$ cat config.mk
export PLATFORM = sky130hd
export DESIGN_NAME = pcm_uart_tx
export DESIGN_NICKNAME = d
export VERILOG_FILES = /design/src/rtl/pcm_pkg.sv /design/src/rtl/pcm_sync_fifo.sv /design/src/rtl/pcm_uart_tx.sv
export SDC_FILE = /design/constraint.sdc
export NUM_CORES = 1
export LEC_CHECK = 0
export BUFFER_PORTS_ARGS = -buffer_cell sky130_fd_sc_hd__clkbuf_2
export CAP_MARGIN = 20
export CORE_MARGIN = 2
export CORE_UTILIZATION = 53
export CTS_BUF_LIST = sky130_fd_sc_hd__clkbuf_8
export DETAILED_ROUTE_END_ITERATION = 7
export GPL_ROUTABILITY_DRIVEN = 0
export GPL_TIMING_DRIVEN = 1
export PLACE_DENSITY = 0.74
export SLEW_MARGIN = 25
export SYNTH_ARGS = -nofsm -noshare
export SYNTH_HDL_FRONTEND = slang
export SYNTH_HIERARCHICAL = 1
export SYNTH_SLANG_ARGS = --single-unit
export TNS_END_PERCENT = 20
$ cat constraint.sdc
create_clock -name CLK -period 4.62 [get_ports CLK]
set_input_delay 0.924 -clock CLK [delete_from_list [all_inputs] [get_ports CLK]]
set_output_delay 0.924 -clock CLK [all_outputs]
set_load 0.01 [all_outputs]
$ cat src/rtl/pcm_pkg.sv
// pcm_pkg: constants and types shared across the PCM UART transmit slice.
//   DEF_CLKS_PER_BIT : default clock cycles per UART bit period
//   DEF_FIFO_DEPTH   : default sample buffer depth (power of two)
//   tx_state_t       : transmitter FSM state, 2-bit encoding
package pcm_pkg;

    localparam int DEF_CLKS_PER_BIT = 16;
    localparam int DEF_FIFO_DEPTH   = 8;

    typedef enum logic [1:0] {
        IDLE  = 2'd0,
        START = 2'd1,
        DATA  = 2'd2,
        STOP  = 2'd3
    } tx_state_t;

endpackage

$ cat src/rtl/pcm_sync_fifo.sv
// pcm_sync_fifo: single-clock FIFO with first-word fall-through read port.
//   clk   : clock, rising edge
//   rst   : synchronous active-low reset (clears pointers and level)
//   push  : write din; accepted when not full, or when full with a pop on the same edge
//   pop   : advance the read pointer; ignored when empty
//   din   : write data
//   dout  : head entry (valid while !empty)
//   level : current occupancy, 0..DEPTH
//   full  : level == DEPTH
//   empty : level == 0
module pcm_sync_fifo #(
    parameter int DEPTH = 8,
    parameter int WIDTH = 8
) (
    input  logic                     clk,
    input  logic                     rst,
    input  logic                     push,
    input  logic                     pop,
    input  logic [WIDTH-1:0]         din,
    output logic [WIDTH-1:0]         dout,
    output logic [$clog2(DEPTH):0]   level,
    output logic                     full,
    output logic                     empty
);

    localparam int AW = $clog2(DEPTH);
    localparam logic [AW:0] FULL_LVL = (AW + 1)'(DEPTH);

    logic [WIDTH-1:0] mem [DEPTH];
    logic [AW-1:0]    wptr;
    logic [AW-1:0]    rptr;
    logic [AW:0]      count;
    logic             do_push;
    logic             do_pop;

    assign empty   = (count == '0);
    assign full    = (count == FULL_LVL);
    assign level   = count;
    assign dout    = mem[rptr];
    assign do_pop  = pop && !empty;
    // A pop on the same edge frees the slot, so a full FIFO can still accept.
    assign do_push = push && (!full || do_pop);

    // Storage is not reset; only the pointers define valid contents.
    always_ff @(posedge clk) begin
        if (rst && do_push) begin
            mem[wptr] <= din;
        end
    end

    // Pointers are AW bits wide, so they wrap modulo DEPTH naturally.
    always_ff @(posedge clk) begin
        if (!rst) begin
            wptr  <= '0;
            rptr  <= '0;
            count <= '0;
        end else begin
            if (do_push) begin
                wptr <= wptr + AW'(1);
            end
            if (do_pop) begin
                rptr <= rptr + AW'(1);
            end
            case ({do_push, do_pop})
                2'b10:   count <= count + (AW + 1)'(1);
                2'b01:   count <= count - (AW + 1)'(1);
                default: count <= count;
            endcase
        end
    end

endmodule

$ cat src/rtl/pcm_uart_tx.sv
// pcm_uart_tx: buffers decimated PCM samples and sends them as 8N1 UART frames.
//   CLK      : clock, rising edge
//   RST      : synchronous active-low reset; aborts any frame and flushes the buffer
//   IN       : 8-bit PCM sample
//   IN_VALID : one-cycle strobe, IN is a new sample
//   TX       : registered UART line, idle high
//   BUSY     : frame in progress or samples buffered
//   OVERFLOW : sticky, a sample was dropped on a full buffer
//   LEVEL    : buffer occupancy
module pcm_uart_tx
    import pcm_pkg::*;
#(
    parameter int CLKS_PER_BIT = DEF_CLKS_PER_BIT,
    parameter int FIFO_DEPTH   = DEF_FIFO_DEPTH
) (
    input  logic                          CLK,
    input  logic                          RST,
    input  logic [7:0]                    IN,
    input  logic                          IN_VALID,
    output logic                          TX,
    output logic                          BUSY,
    output logic                          OVERFLOW,
    output logic [$clog2(FIFO_DEPTH):0]   LEVEL
);

    localparam int BW = $clog2(CLKS_PER_BIT);
    localparam logic [BW-1:0] BAUD_LAST = BW'(CLKS_PER_BIT - 1);

    tx_state_t   state;
    logic [BW-1:0] baud;
    logic [2:0]  bitcnt;
    logic [7:0]  shreg;
    logic [7:0]  head;
    logic        fifo_full;
    logic        fifo_empty;
    logic        bit_end;
    logic        pop;

    assign bit_end = (baud == BAUD_LAST);
    // Pop either from IDLE or at the last cycle of STOP, which makes
    // back-to-back frames contiguous.
    assign pop     = !fifo_empty && ((state == IDLE) || ((state == STOP) && bit_end));
    assign BUSY    = (state != IDLE) || (LEVEL != '0);

    pcm_sync_fifo #(
        .DEPTH (FIFO_DEPTH),
        .WIDTH (8)
    ) u_fifo (
        .clk   (CLK),
        .rst   (RST),
        .push  (IN_VALID),
        .pop   (pop),
        .din   (IN),
        .dout  (head),
        .level (LEVEL),
        .full  (fifo_full),
        .empty (fifo_empty)
    );

    always_ff @(posedge CLK) begin
        if (!RST) begin
            state    <= IDLE;
            TX       <= 1'b1;
            baud     <= '0;
            bitcnt   <= '0;
            shreg    <= '0;
            OVERFLOW <= 1'b0;
        end else begin
            if (IN_VALID && fifo_full && !pop) begin
                OVERFLOW <= 1'b1;
            end
            case (state)
                IDLE: begin
                    TX   <= 1'b1;
                    baud <= '0;
                    if (pop) begin
                        shreg <= head;
                        TX    <= 1'b0;
                        state <= START;
                    end
                end
                START: begin
                    if (bit_end) begin
                        baud   <= '0;
                        bitcnt <= '0;
                        TX     <= shreg[0];
                        state  <= DATA;
                    end else begin
                        baud <= baud + BW'(1);
                    end
                end
                DATA: begin
                    if (bit_end) begin
                        baud <= '0;
                        if (bitcnt == 3'd7) begin
                            TX    <= 1'b1;
                            state <= STOP;
                        end else begin
                            bitcnt <= bitcnt + 3'd1;
                            shreg  <= {1'b0, shreg[7:1]};
                            TX     <= shreg[1];
                        end
                    end else begin
                        baud <= baud + BW'(1);
                    end
                end
                STOP: begin
                    if (bit_end) begin
                        baud <= '0;
                        if (pop) begin
                            shreg <= head;
                            TX    <= 1'b0;
                            state <= START;
                        end else begin
                            state <= IDLE;
                        end
                    end else begin
                        baud <= baud + BW'(1);
                    end
                end
                default: state <= IDLE;
            endcase
        end
    end

endmodule

==> results of run 1 <==
==> registers in the layout, indices dropped and copies added (netlist names), 2 cells and up, named ones only <==
signal / cells
u_fifo/mem: 64
shreg: 8
baud: 4
u_fifo/level: 4
bitcnt: 3
u_fifo/rptr: 3
u_fifo/wptr: 3
state: 2
==> synth_stat cells (2+ instances only) <==
cell type,instances
sky130_fd_sc_hd__mux4_1,10
sky130_fd_sc_hd__nand4_1,4
sky130_fd_sc_hd__nor3_1,7
sky130_fd_sc_hd__nand2_1,21
sky130_fd_sc_hd__xnor2_1,5
sky130_fd_sc_hd__o21ai_0,9
sky130_fd_sc_hd__clkbuf_1,7
sky130_fd_sc_hd__mux2i_1,9
sky130_fd_sc_hd__inv_1,7
sky130_fd_sc_hd__mux2_2,8
sky130_fd_sc_hd__edfxtp_1,64
sky130_fd_sc_hd__and2_1,3
sky130_fd_sc_hd__nor4_1,3
sky130_fd_sc_hd__ha_1,13
sky130_fd_sc_hd__nand3_1,6
sky130_fd_sc_hd__a21oi_1,4
sky130_fd_sc_hd__nor2_1,19
sky130_fd_sc_hd__o211ai_1,10
sky130_fd_sc_hd__mux4_2,6
sky130_fd_sc_hd__dfxtp_1,32
sky130_fd_sc_hd__or3_1,2
sky130_fd_sc_hd__a22oi_1,2
sky130_fd_sc_hd__o21a_1,2
sky130_fd_sc_hd__xor2_1,4
sky130_fd_sc_hd__nor2b_1,2
sky130_fd_sc_hd__buf_6,3
sky130_fd_sc_hd__nand2b_1,10
sky130_fd_sc_hd__buf_2,3
==> cells by family after synthesis <==
logic type      count (synthesis)  synth area share (%)
buf+inv                        23                 2.975
fa+ha+maj                      14                 4.217
flops                          96                 59.16
mux                            34                 13.66
xor+xnor                        9                 1.820
compound gates                 45                 8.492
simple gates                   83                 9.677
==> power by group through the flow <==
| stage | clock, uW | sequential, uW | combinational, uW |
|---|---|---|---|
| 6_report | 583 | 1120 | 719 |
| 5_1_grt | 637 | 1140 | 795 |
| 4_1_cts | 600 | 1130 | 721 |
| 3_5_place_dp | 0 | 1150 | 715 |
| 3_3_place_gp | 0 | 1140 | 707 |
| 2_1_floorplan | 0 | 1090 | 649 |
==> routing by layer <==
metal | routed length (um) | track usage (%) | part of all wire [%]
met4 | 110 | 7.971 | 1.5
met2 | 3473 | 27.50 | 47
met3 | 213 | 2.873 | 2.9
met5 | 0 | 0 | 0
met1 | 3574 | 27.35 | 48
==> through the flow <==
stage / area [um^2] / hold slack [ps] / power, uW / util (%)
2_1_floorplan: 4332 / 417.5 / 1738 / -
3_3_place_gp: 4497 / 428.5 / 1847 / 57.60
3_5_place_dp: 4497 / 439.3 / 1861 / 57.60
4_1_cts: 4718 / 453.0 / 2448 / 60.43
5_1_grt: 4718 / 475.5 / 2575 / 60.43
6_report: 4718 / 451.1 / 2426 / 60.43
==> final cells by class <==
cell class,instances,area share [%]
Sequential cell,96,54.31
Multi-Input combinational cell,185,34.90
Timing Repair Buffer,23,2.758
Tap cell,102,2.705
Clock buffer,9,2.625
Clock inverter,7,2.068
Inverter,8,0.6364
==> worst max-delay path, cell delays in order, from the launching register on <==
cell,delay [ps]
sky130_fd_sc_hd__dfxtp_1,400
sky130_fd_sc_hd__or3_1,540
sky130_fd_sc_hd__nor2_1,470
sky130_fd_sc_hd__nor2_1,310
sky130_fd_sc_hd__o21ai_2,180
sky130_fd_sc_hd__nand2b_1,190
sky130_fd_sc_hd__inv_1,70
sky130_fd_sc_hd__ha_1,340
sky130_fd_sc_hd__a21oi_1,300
sky130_fd_sc_hd__nand4_1,130
sky130_fd_sc_hd__a32o_1,310
sky130_fd_sc_hd__o21a_1,160
==> worst paths after layout <==
path / from / slack (ps) / endpoint
worst min-delay path: shreg[7] / 450 / shreg[7]
worst max-delay path: u_fifo/level[1] / 1120 / u_fifo/level[3]
worst max register to register: u_fifo/level[1] / 1120 / u_fifo/level[3]
worst min register to register: shreg[7] / 450 / shreg[7]
==> layout by cell type, fill, tap and decap left out, types with 3 or more instances in the layout <==
cell type and instances:
sky130_fd_sc_hd__nand3_1 6, sky130_fd_sc_hd__buf_4 6, sky130_fd_sc_hd__nand4_1 4, sky130_fd_sc_hd__nand2b_1 10, sky130_fd_sc_hd__dfxtp_1 32, sky130_fd_sc_hd__a21oi_1 4, sky130_fd_sc_hd__inv_1 7, sky130_fd_sc_hd__clkbuf_2 17
sky130_fd_sc_hd__inv_8 3, sky130_fd_sc_hd__mux2i_1 9, sky130_fd_sc_hd__xnor2_1 5, sky130_fd_sc_hd__nor2_1 19, sky130_fd_sc_hd__mux2_2 8, sky130_fd_sc_hd__ha_1 13, sky130_fd_sc_hd__and2_1 3, sky130_fd_sc_hd__clkbuf_8 9
sky130_fd_sc_hd__edfxtp_1 64, sky130_fd_sc_hd__nand2_1 21, sky130_fd_sc_hd__nor3_1 7, sky130_fd_sc_hd__mux4_2 6, sky130_fd_sc_hd__o211ai_1 10, sky130_fd_sc_hd__o21ai_0 9, sky130_fd_sc_hd__mux4_1 10, sky130_fd_sc_hd__xor2_1 4
==> Implementation_results.wiki, run 1 <==
{| class="wikitable"
! Metric !! Value
|-
| Run status || complete, no violations
|-
| Routed Wire Length || 7372 um
|-
| Internal Power || 1627 uW
|-
| Largest voltage drop on the vdd net || 254.1 uV
|-
| Root buffer cell || sky130_fd_sc_hd__clkbuf_8
|-
| Post-placement cell count || 414
|-
| Boundary pin count || 18
|-
| Number of CTS-inserted buffers || 9
|-
| Largest area contributor in the netlist || sky130_fd_sc_hd__edfxtp_1
|-
| Standard cell core area || 0.007807 mm^2
|-
| Async set-or-reset flop fraction in the synthesized netlist || 0%
|-
| Max-slew violation count || 0
|-
| Flop pwr share || 46.3%
|-
| Total of fill cells in the finished design || 583
|-
| WL per Instance || 17.14 um
|-
| Capturing element type of the critical path || register
|-
| Final Net Count || 348
|-
| Worst hold path depth || 2
|-
| Vert. Die Dim || 94.41 um
|-
| Overall track demand over capacity in global routing || 18.50%
|-
| Wire length of the first global-routing pass || 12210 um
|-
| Ant. Diodes || 0
|-
| CTS clk-pin slew, worst paths || 100 ps
|-
| Hold violation count in the final report || 0
|-
| Effective utilization at floorplan || 55.48%
|-
| Clock tree from TritonCTS || done
|-
| Initial antenna violation count || 0
|-
| Register area || 0.002562 mm^2
|-
| Crit path arrival time || 3760 ps
|-
| Detailed-route via count || 2479
|-
| Count of instances resized after the clock tree is built || 0
|-
| Mean Syn Cell Area || 14.25 um^2
|-
| Power per standard cell area || 514.2 mW/mm^2
|-
| Worst setup skew after layout || 7.592 ps
|-
| Count of antenna-violating nets left after detailed routing || 0
|-
| CP Max Fanout || 10
|-
| Setup TNS after final layout || 0 ps
|-
| Fin cells || 430
|-
| RSZ-0062 raised after global routing || no
|-
| Deepest clock path buffer count || 2
|-
| Period Utilization, post-route || 75.83%
|-
| Post-Synthesis Net Count || 329
|-
| Number of I/O port buffers || 17
|-
| #FFs+latches synth || 96
|-
| Sequential area share after synthesis || 59.16%
|-
| Share of total power in combinational logic || 29.6%
|-
| P_sw || 799.4 uW
|-
| Smallest setup slack after layout || 1117 ps
|-
| Number of unique standard cell types used by synthesis || 57
|-
| Number of optimization iterations in the first detailed-route pass || 4
|-
| Max-cap violations || 0
|-
| Most used flip-flop cell after synthesis || sky130_fd_sc_hd__edfxtp_1
|-
| Slew at the pin closest to its max-slew limit || 970.9 ps
|-
| FP Rows || 32
|-
| Min Clock Period, post-route || 3503 ps
|-
| Largest net degree at the start of global routing || 35
|-
| Count of flip-flops with a built-in enable after synthesis || 64
|-
| Summed instance area of the synthesized netlist || 0.004332 mm^2
|-
| Data required time at the worst endpoint || 4880 ps
|-
| Number of cells traversed by the worst register-to-register path || 11
|-
| Die Area || 0.008912 mm^2
|-
| Detailed placement HPWL || 4776 um
|-
| Area fraction of the dominant cell type after synthesis || 44.37%
|-
| Clk Latency, worst-skew pair || 360 ps
|-
| Area added between synthesis and finish || 8.926%
|-
| DRC || 0
|-
| Finish-stage setup viols || 0
|-
| Vias in the first global route || 2376
|-
| Area of the multi-input gates || 0.001647 mm^2
|-
| Buffers inserted during post-CTS setup optimization || 0
|-
| Kind of start point of the critical path || register
|-
| Leak || 0.001633 uW
|-
| Kind of path behind the tightest hold check || reg2reg
|-
| Number of hold buffers added after CTS || 0
|-
| Number of instances in the synthesized netlist || 304
|-
| Power share of the clock group || 24.0%
|-
| Via density per instance || 5.765
|-
| Cells taking the most area after synthesis || sky130_fd_sc_hd__edfxtp_1, sky130_fd_sc_hd__dfxtp_1, sky130_fd_sc_hd__mux4_1
|-
| Total clock sinks || 96
|-
| Maximum clock rate || 0.2854 GHz
|-
| Fraction of layout instances using a drive strength above 1 || 18.90%
|-
| Sw frac || 32.95%
|-
| Relative max-transition margin || 35.18%
|-
| Yosys warning total || 6
|-
| DIE WIDTH || 94.41 um
|-
| DRT iter0 DRCs || 203
|-
| Residual overflow from global routing || 0
|-
| Critical path class || reg2reg
|-
| Post-place setup slack || 1161 ps
|-
| CTS H-Tree Depth || 3
|}
No activity file was read; power rests on OpenSTA's default activity.
==> run 2: changes to the inputs <==
- PLACE_DENSITY: 0.74 -> 0.77
- clock period: 4.62 -> 3.1 ns (I/O delays scaled with it)
==> run 2 against run 1 <==
- clock power is 37% higher
- design area is 0.93% higher
- utilization is 0.56 points higher
- critical endpoint unchanged
- largest power group unchanged
==> Implementation_results.wiki, run 2 (synthesis results as in run 1) <==
{| class="wikitable"
! Metric !! Value
|-
| Capturing element type of the critical path || register
|-
| DRC || 0
|-
| Vias in the first global route || 2493
|-
| CTS H-Tree Depth || 3
|-
| Min Clock Period, post-route || 2925 ps
|-
| Crit path arrival time || 3190 ps
|-
| Period Utilization, post-route || 94.35%
|-
| Effective utilization at floorplan || 55.48%
|-
| Power share of the clock group || 21.8%
|-
| Max-cap violations || 0
|-
| Slew at the pin closest to its max-slew limit || 904.2 ps
|-
| Finish-stage setup viols || 0
|-
| Delay of the slowest cell on the worst path || 420 ps
|-
| Area added between synthesis and finish || 9.937%
|-
| Internal Power || 2417 uW
|-
| Kind of path behind the tightest hold check || reg2reg
|-
| Kind of start point of the critical path || register
|-
| Residual overflow from global routing || 0
|-
| Register area || 0.002562 mm^2
|-
| P_sw || 1245 uW
|-
| Number of hold buffers added after CTS || 0
|-
| Worst path cell trace || inv_1 > ha_1 > a41oi_1 > nor2_2 > o21ai_2 > nand2b_1 > inv_1 > ha_1 > nand3_1 > a211o_1 > a32o_1 > o21a_1
|-
| Flop pwr share || 44.2%
|-
| FP Rows || 32
|-
| Relative max-transition margin || 39.72%
|-
| Final Net Count || 358
|-
| Sum of buffers and inverters on the critical path || 2
|-
| Power per standard cell area || 769.1 mW/mm^2
|-
| Leak || 0.001669 uW
|-
| Initial antenna violation count || 0
|-
| Via density per instance || 5.775
|-
| Number of CTS-inserted buffers || 9
|-
| Detailed-route via count || 2541
|-
| WL per Instance || 17.89 um
|-
| Hold violation count in the final report || 0
|-
| Count of antenna-violating nets left after detailed routing || 0
|-
| Largest voltage drop on the vdd net || 384.3 uV
|-
| CTS clk-pin slew, worst paths || 100 ps
|-
| Root buffer cell || sky130_fd_sc_hd__clkbuf_8
|-
| Area of the multi-input gates || 0.001643 mm^2
|-
| Fraction of layout instances using a drive strength above 1 || 21.30%
|-
| Smallest setup slack after layout || 175.1 ps
|-
| Data required time at the worst endpoint || 3370 ps
|-
| Post-place setup slack || 202.3 ps
|-
| Largest net degree at the start of global routing || 34
|-
| Run status || complete, no violations
|-
| Worst setup skew after layout || 10.46 ps
|-
| Maximum clock rate || 0.3419 GHz
|-
| Largest register FFs || 64
|-
| Largest delay contributor family on the critical path || compound AO/OA/AOI/OAI gates
|-
| Boundary pin count || 18
|-
| Routed Wire Length || 7870 um
|-
| Sw frac || 34.00%
|-
| Leading cell type in the layout, fill and taps excluded || sky130_fd_sc_hd__edfxtp_1
|-
| Share of total power in combinational logic || 34.0%
|-
| Number of optimization iterations in the first detailed-route pass || 4
|-
| Deepest clock path buffer count || 2
|-
| DRT iter0 DRCs || 161
|-
| Biggest registers after layout || u_fifo/mem (64), shreg (8)
|-
| Total clock sinks || 96
|-
| Critical path class || reg2reg
|-
| Clk Latency, worst-skew pair || 370 ps
|-
| Standard cell core area || 0.007807 mm^2
|-
| Overall track demand over capacity in global routing || 19.73%
|-
| Vert. Die Dim || 94.41 um
|-
| DIE WIDTH || 94.41 um
|-
| Worst setup slack for register-to-register paths || 180 ps
|-
| CP Max Fanout || 6
|-
| Post-route total power || 3662 uW
|-
| Clock tree from TritonCTS || done
|-
| Top register by number of flip-flops || u_fifo/mem
|-
| Max-slew violation count || 0
|-
| Most used cells in the layout excluding fill and tap cells || sky130_fd_sc_hd__edfxtp_1, sky130_fd_sc_hd__dfxtp_1, sky130_fd_sc_hd__nand2_1
|-
| Ant. Diodes || 0
|-
| Number of I/O port buffers || 17
|-
| Wire length of the first global-routing pass || 13050 um
|-
| Detailed placement HPWL || 5241 um
|-
| Total of fill cells in the finished design || 583
|-
| Critical path's slowest cell || sky130_fd_sc_hd__dfxtp_1
|-
| Die Area || 0.008912 mm^2
|}
run 2: changes by cell type in the layout (fill, tap and decap cells not counted), sizes merged:
| cell | previous run | this run |
|---|---|---|
| inv | 10 | 12 |
| clkinv | 4 | 2 |
| buf | 6 | 16 |
| bufinv | 1 | 0 |
| clkinvlp | 0 | 1 |
run 2: layout make-up:
cell class | count | share of cell area (%)
clock buffers | 9 | 2.601
clock inverters | 7 | 1.471
inverters | 8 | 0.6306
multi-input cells | 185 | 34.50
flip-flops and latches | 96 | 53.81
well taps | 102 | 2.680
repair buffers | 33 | 4.309
run 2: power by group through the flow:
stage | Clock (uW) | Combinational [uW] | Sequential [uW]
floorplan | 0 | 968 | 1620
global placement | 0 | 1190 | 1640
detailed placement | 0 | 1220 | 1650
CTS | 823 | 1230 | 1620
global route | 882 | 1370 | 1640
finish | 799 | 1240 | 1620
run 2: through the flow:
step                utilization, %  std cells  hold slack, ps  TNS [ps]  cell area [um^2]
finish                       60.99        440           448.5         0              4762
global route                 60.99        440           489.3    -15.59              4762
CTS                          60.96        440           453.9         0              4760
detailed placement           58.48        424           438.8         0              4566
global placement             58.48        424           431.3         0              4566
floorplan                        -        304           417.5         0              4332
run 2: final timing paths:
path,startpoint,to,cells past startpoint
max,state[0],u_fifo/level[3],12
min,baud[0],baud[0],1
max reg2reg,state[0],u_fifo/level[3],12
min reg2reg,baud[0],baud[0],1
run 2: layer usage:
layer  GRT usage (%)  vias to the layer above  part of all wire (%)  wire length [um]
met2           30.18                       79                    47              3717
li1                -                     1229                     -                 -
met1           28.03                     1222                    45              3534
met3           4.150                       11                   6.3               495
met4           7.729                        0                   1.6               122
met5               0                        -                     0                 0
run 2: what timing repair did:
action / in CTS / in global routing
resized for setup: 0 / 1
setup buffers: 0 / 0
hold endpoints to repair: 0 / 0
endpoints found under the setup margin: 0 / 1
==> run 3: changes to the inputs <==
- CELL_PAD_IN_SITES_DETAIL_PLACEMENT: default -> 0
- CELL_PAD_IN_SITES_GLOBAL_PLACEMENT: default -> 2
- CORE_UTILIZATION: 53 -> 42
- PLACE_DENSITY: 0.77 -> 0.82
==> run 3 against run 2 <==
- die area up 25%
- clock-buffer cell count unchanged
- register-to-register slack improved by 60 ps
- sequential share of layout area shrank 0.14 points
- maximum frequency rose by 1.9%
- clock power is 4.1% lower
- hold slack better by 7.2 ps
- highest routed layer unchanged
==> Implementation_results.wiki, run 3 (synthesis results as in run 1) <==
{| class="wikitable"
! Metric !! Value
|-
| Run status || complete, no violations
|-
| Max-cap violations || 0
|-
| Fin cells || 472
|-
| Via density per instance || 5.350
|-
| Total clock sinks || 96
|-
| Total routed wire length on the met1 layer || 3899 um
|-
| Leak || 0.001651 uW
|-
| Largest voltage drop on the vdd net || 373.4 uV
|-
| Largest delay contributor family on the critical path || compound AO/OA/AOI/OAI gates
|-
| Worst hold path depth || 2
|-
| Relative max-transition margin || 41.52%
|-
| RSZ-0062 raised after global routing || no
|-
| Vias in the first global route || 2591
|-
| CTS H-Tree Depth || 3
|-
| Clock tree from TritonCTS || done
|-
| Routed Wire Length || 8039 um
|-
| Finish-stage setup viols || 0
|-
| Deepest clock path buffer count || 2
|-
| Worst path cell trace || inv_1 > ha_1 > a41oi_1 > nor2_1 > o21ai_2 > nand2b_1 > inv_1 > ha_1 > nand3_1 > a211o_1 > a32o_1 > o21a_1
|-
| Number of optimization iterations in the first detailed-route pass || 4
|-
| Post-placement cell count || 456
|-
| Detailed-route via count || 2525
|-
| Top register by number of flip-flops || u_fifo/mem
|-
| Kind of path behind the tightest hold check || reg2reg
|-
| Final Net Count || 356
|-
| Vert. Die Dim || 105.6 um
|-
| Max-slew violation count || 0
|-
| Number of I/O port buffers || 17
|-
| Count of antenna-violating nets left after detailed routing || 0
|-
| Number of CTS-inserted buffers || 9
|-
| Hold violation count in the final report || 0
|-
| Worst setup skew after layout || 11.04 ps
|-
| Most used cells in the layout excluding fill and tap cells || sky130_fd_sc_hd__edfxtp_1, sky130_fd_sc_hd__dfxtp_1, sky130_fd_sc_hd__nand2_1
|-
| Count of instances resized after the clock tree is built || 0
|-
| DRT iter0 DRCs || 169
|-
| Slew at the pin closest to its max-slew limit || 877.3 ps
|-
| Routed met2 length || 3810 um
|-
| Biggest registers after layout || u_fifo/mem (64), shreg (8)
|-
| Top layer used by detailed routing || met4
|-
| Leading cell type in the layout, fill and taps excluded || sky130_fd_sc_hd__edfxtp_1
|-
| Kind of start point of the critical path || register
|-
| Buffers inserted during post-CTS setup optimization || 0
|-
| Largest register FFs || 64
|-
| FP Rows || 37
|-
| Crit path arrival time || 3130 ps
|-
| Maximum clock rate || 0.3485 GHz
|-
| Number of stages on the worst setup path || 12
|-
| WL per Instance || 17.03 um
|-
| DRC || 0
|-
| Critical path's slowest cell || sky130_fd_sc_hd__dfxtp_1
|-
| DIE WIDTH || 105.6 um
|-
| Root buffer cell || sky130_fd_sc_hd__clkbuf_8
|-
| CP Max Fanout || 6
|-
| Fraction of layout instances using a drive strength above 1 || 20.24%
|-
| CTS clk-pin slew, worst paths || 90 ps
|-
| Standard cell core area || 0.01018 mm^2
|-
| Initial antenna violation count || 0
|-
| Ant. Diodes || 0
|-
| Overall track demand over capacity in global routing || 15.81%
|-
| Largest net degree at the start of global routing || 34
|-
| Number of cells traversed by the worst register-to-register path || 12
|-
| Power per standard cell area || 755.5 mW/mm^2
|-
| Area added between synthesis and finish || 10.23%
|-
| Boundary pin count || 18
|-
| Sum of buffers and inverters on the critical path || 2
|-
| Detailed placement HPWL || 5365 um
|-
| Die Area || 0.01114 mm^2
|-
| Effective utilization at floorplan || 42.53%
|-
| Capturing element type of the critical path || register
|-
| Period Utilization, post-route || 92.55%
|-
| Clk Latency, worst-skew pair || 360 ps
|-
| Delay of the slowest cell on the worst path || 420 ps
|-
| Min Clock Period, post-route || 2869 ps
|-
| Data required time at the worst endpoint || 3360 ps
|-
| Critical path class || reg2reg
|-
| Number of hold buffers added after CTS || 0
|-
| Residual overflow from global routing || 0
|-
| Wire length of the first global-routing pass || 13330 um
|-
| Detailed route wirelength on metal3 || 183 um
|-
| Setup TNS after final layout || 0 ps
|}
[run 3: cell types whose count changed in the layout (fill, tap and decap cells not counted), sizes merged]
cell,previous run,this run
buf,16,14
[run 3: final timing paths]
check                 from               to  slack, ps
setup / recovery  state[0]  u_fifo/level[3]        230
setup reg to reg  state[0]  u_fifo/level[3]        230
hold reg to reg   shreg[7]         shreg[7]        460
hold / removal    shreg[7]         shreg[7]        460
[run 3: tightest hold or removal path: stages, from the launching register on]
cell and delay, ps:
sky130_fd_sc_hd__dfxtp_1 320, sky130_fd_sc_hd__nand2_1 50, sky130_fd_sc_hd__o21ai_1 50
[run 3: metal layers]
| metal | up-vias | GRT usage, % |
|---|---|---|
| met2 | 28 | 24.79 |
| li1 | 1227 | - |
| met4 | 0 | 7.519 |
| met5 | - | 0 |
| met1 | 1259 | 21.69 |
| met3 | 11 | 2.350 |
[run 3: power breakdown]
| group | internal (uW) | switching [uW] | total, uW | leakage (uW) |
|---|---|---|---|---|
| Combinational | 591 | 634 | 1230 | 0.000722 |
| Sequential | 1500 | 113 | 1620 | 0.000839 |
| Clock | 306 | 460 | 766 | 0.0000906 |
| Total | 2400 | 1210 | 3610 | 0.00165 |
[run 3: per-stage QoR]
stage | setup slack (ps) | hold WS [ps] | utilization, % | cell area, um^2 | total power (uW)
after detailed placement | 252.8 | 443.6 | 45.10 | 4593 | 2875
after global placement | 357.3 | 426.9 | 45.10 | 4593 | 2867
after floorplan | 64.15 | 417.5 | - | 4332 | 2591
after CTS | 232.4 | 458.3 | 46.88 | 4775 | 3648
after global routing | 29.28 | 479.7 | 46.88 | 4775 | 3838
final | 230.8 | 455.7 | 46.88 | 4775 | 3607
[run 3: cell type report]
class | count | area, um^2
flip-flops and latches | 96 | 2562
well taps | 136 | 170.2
clock buffers | 9 | 123.9
multi-input cells | 185 | 1640
fillers | 914 | 5410
clock inverters | 7 | 57.56
repair buffers | 31 | 190.2
inverters | 8 | 30.03
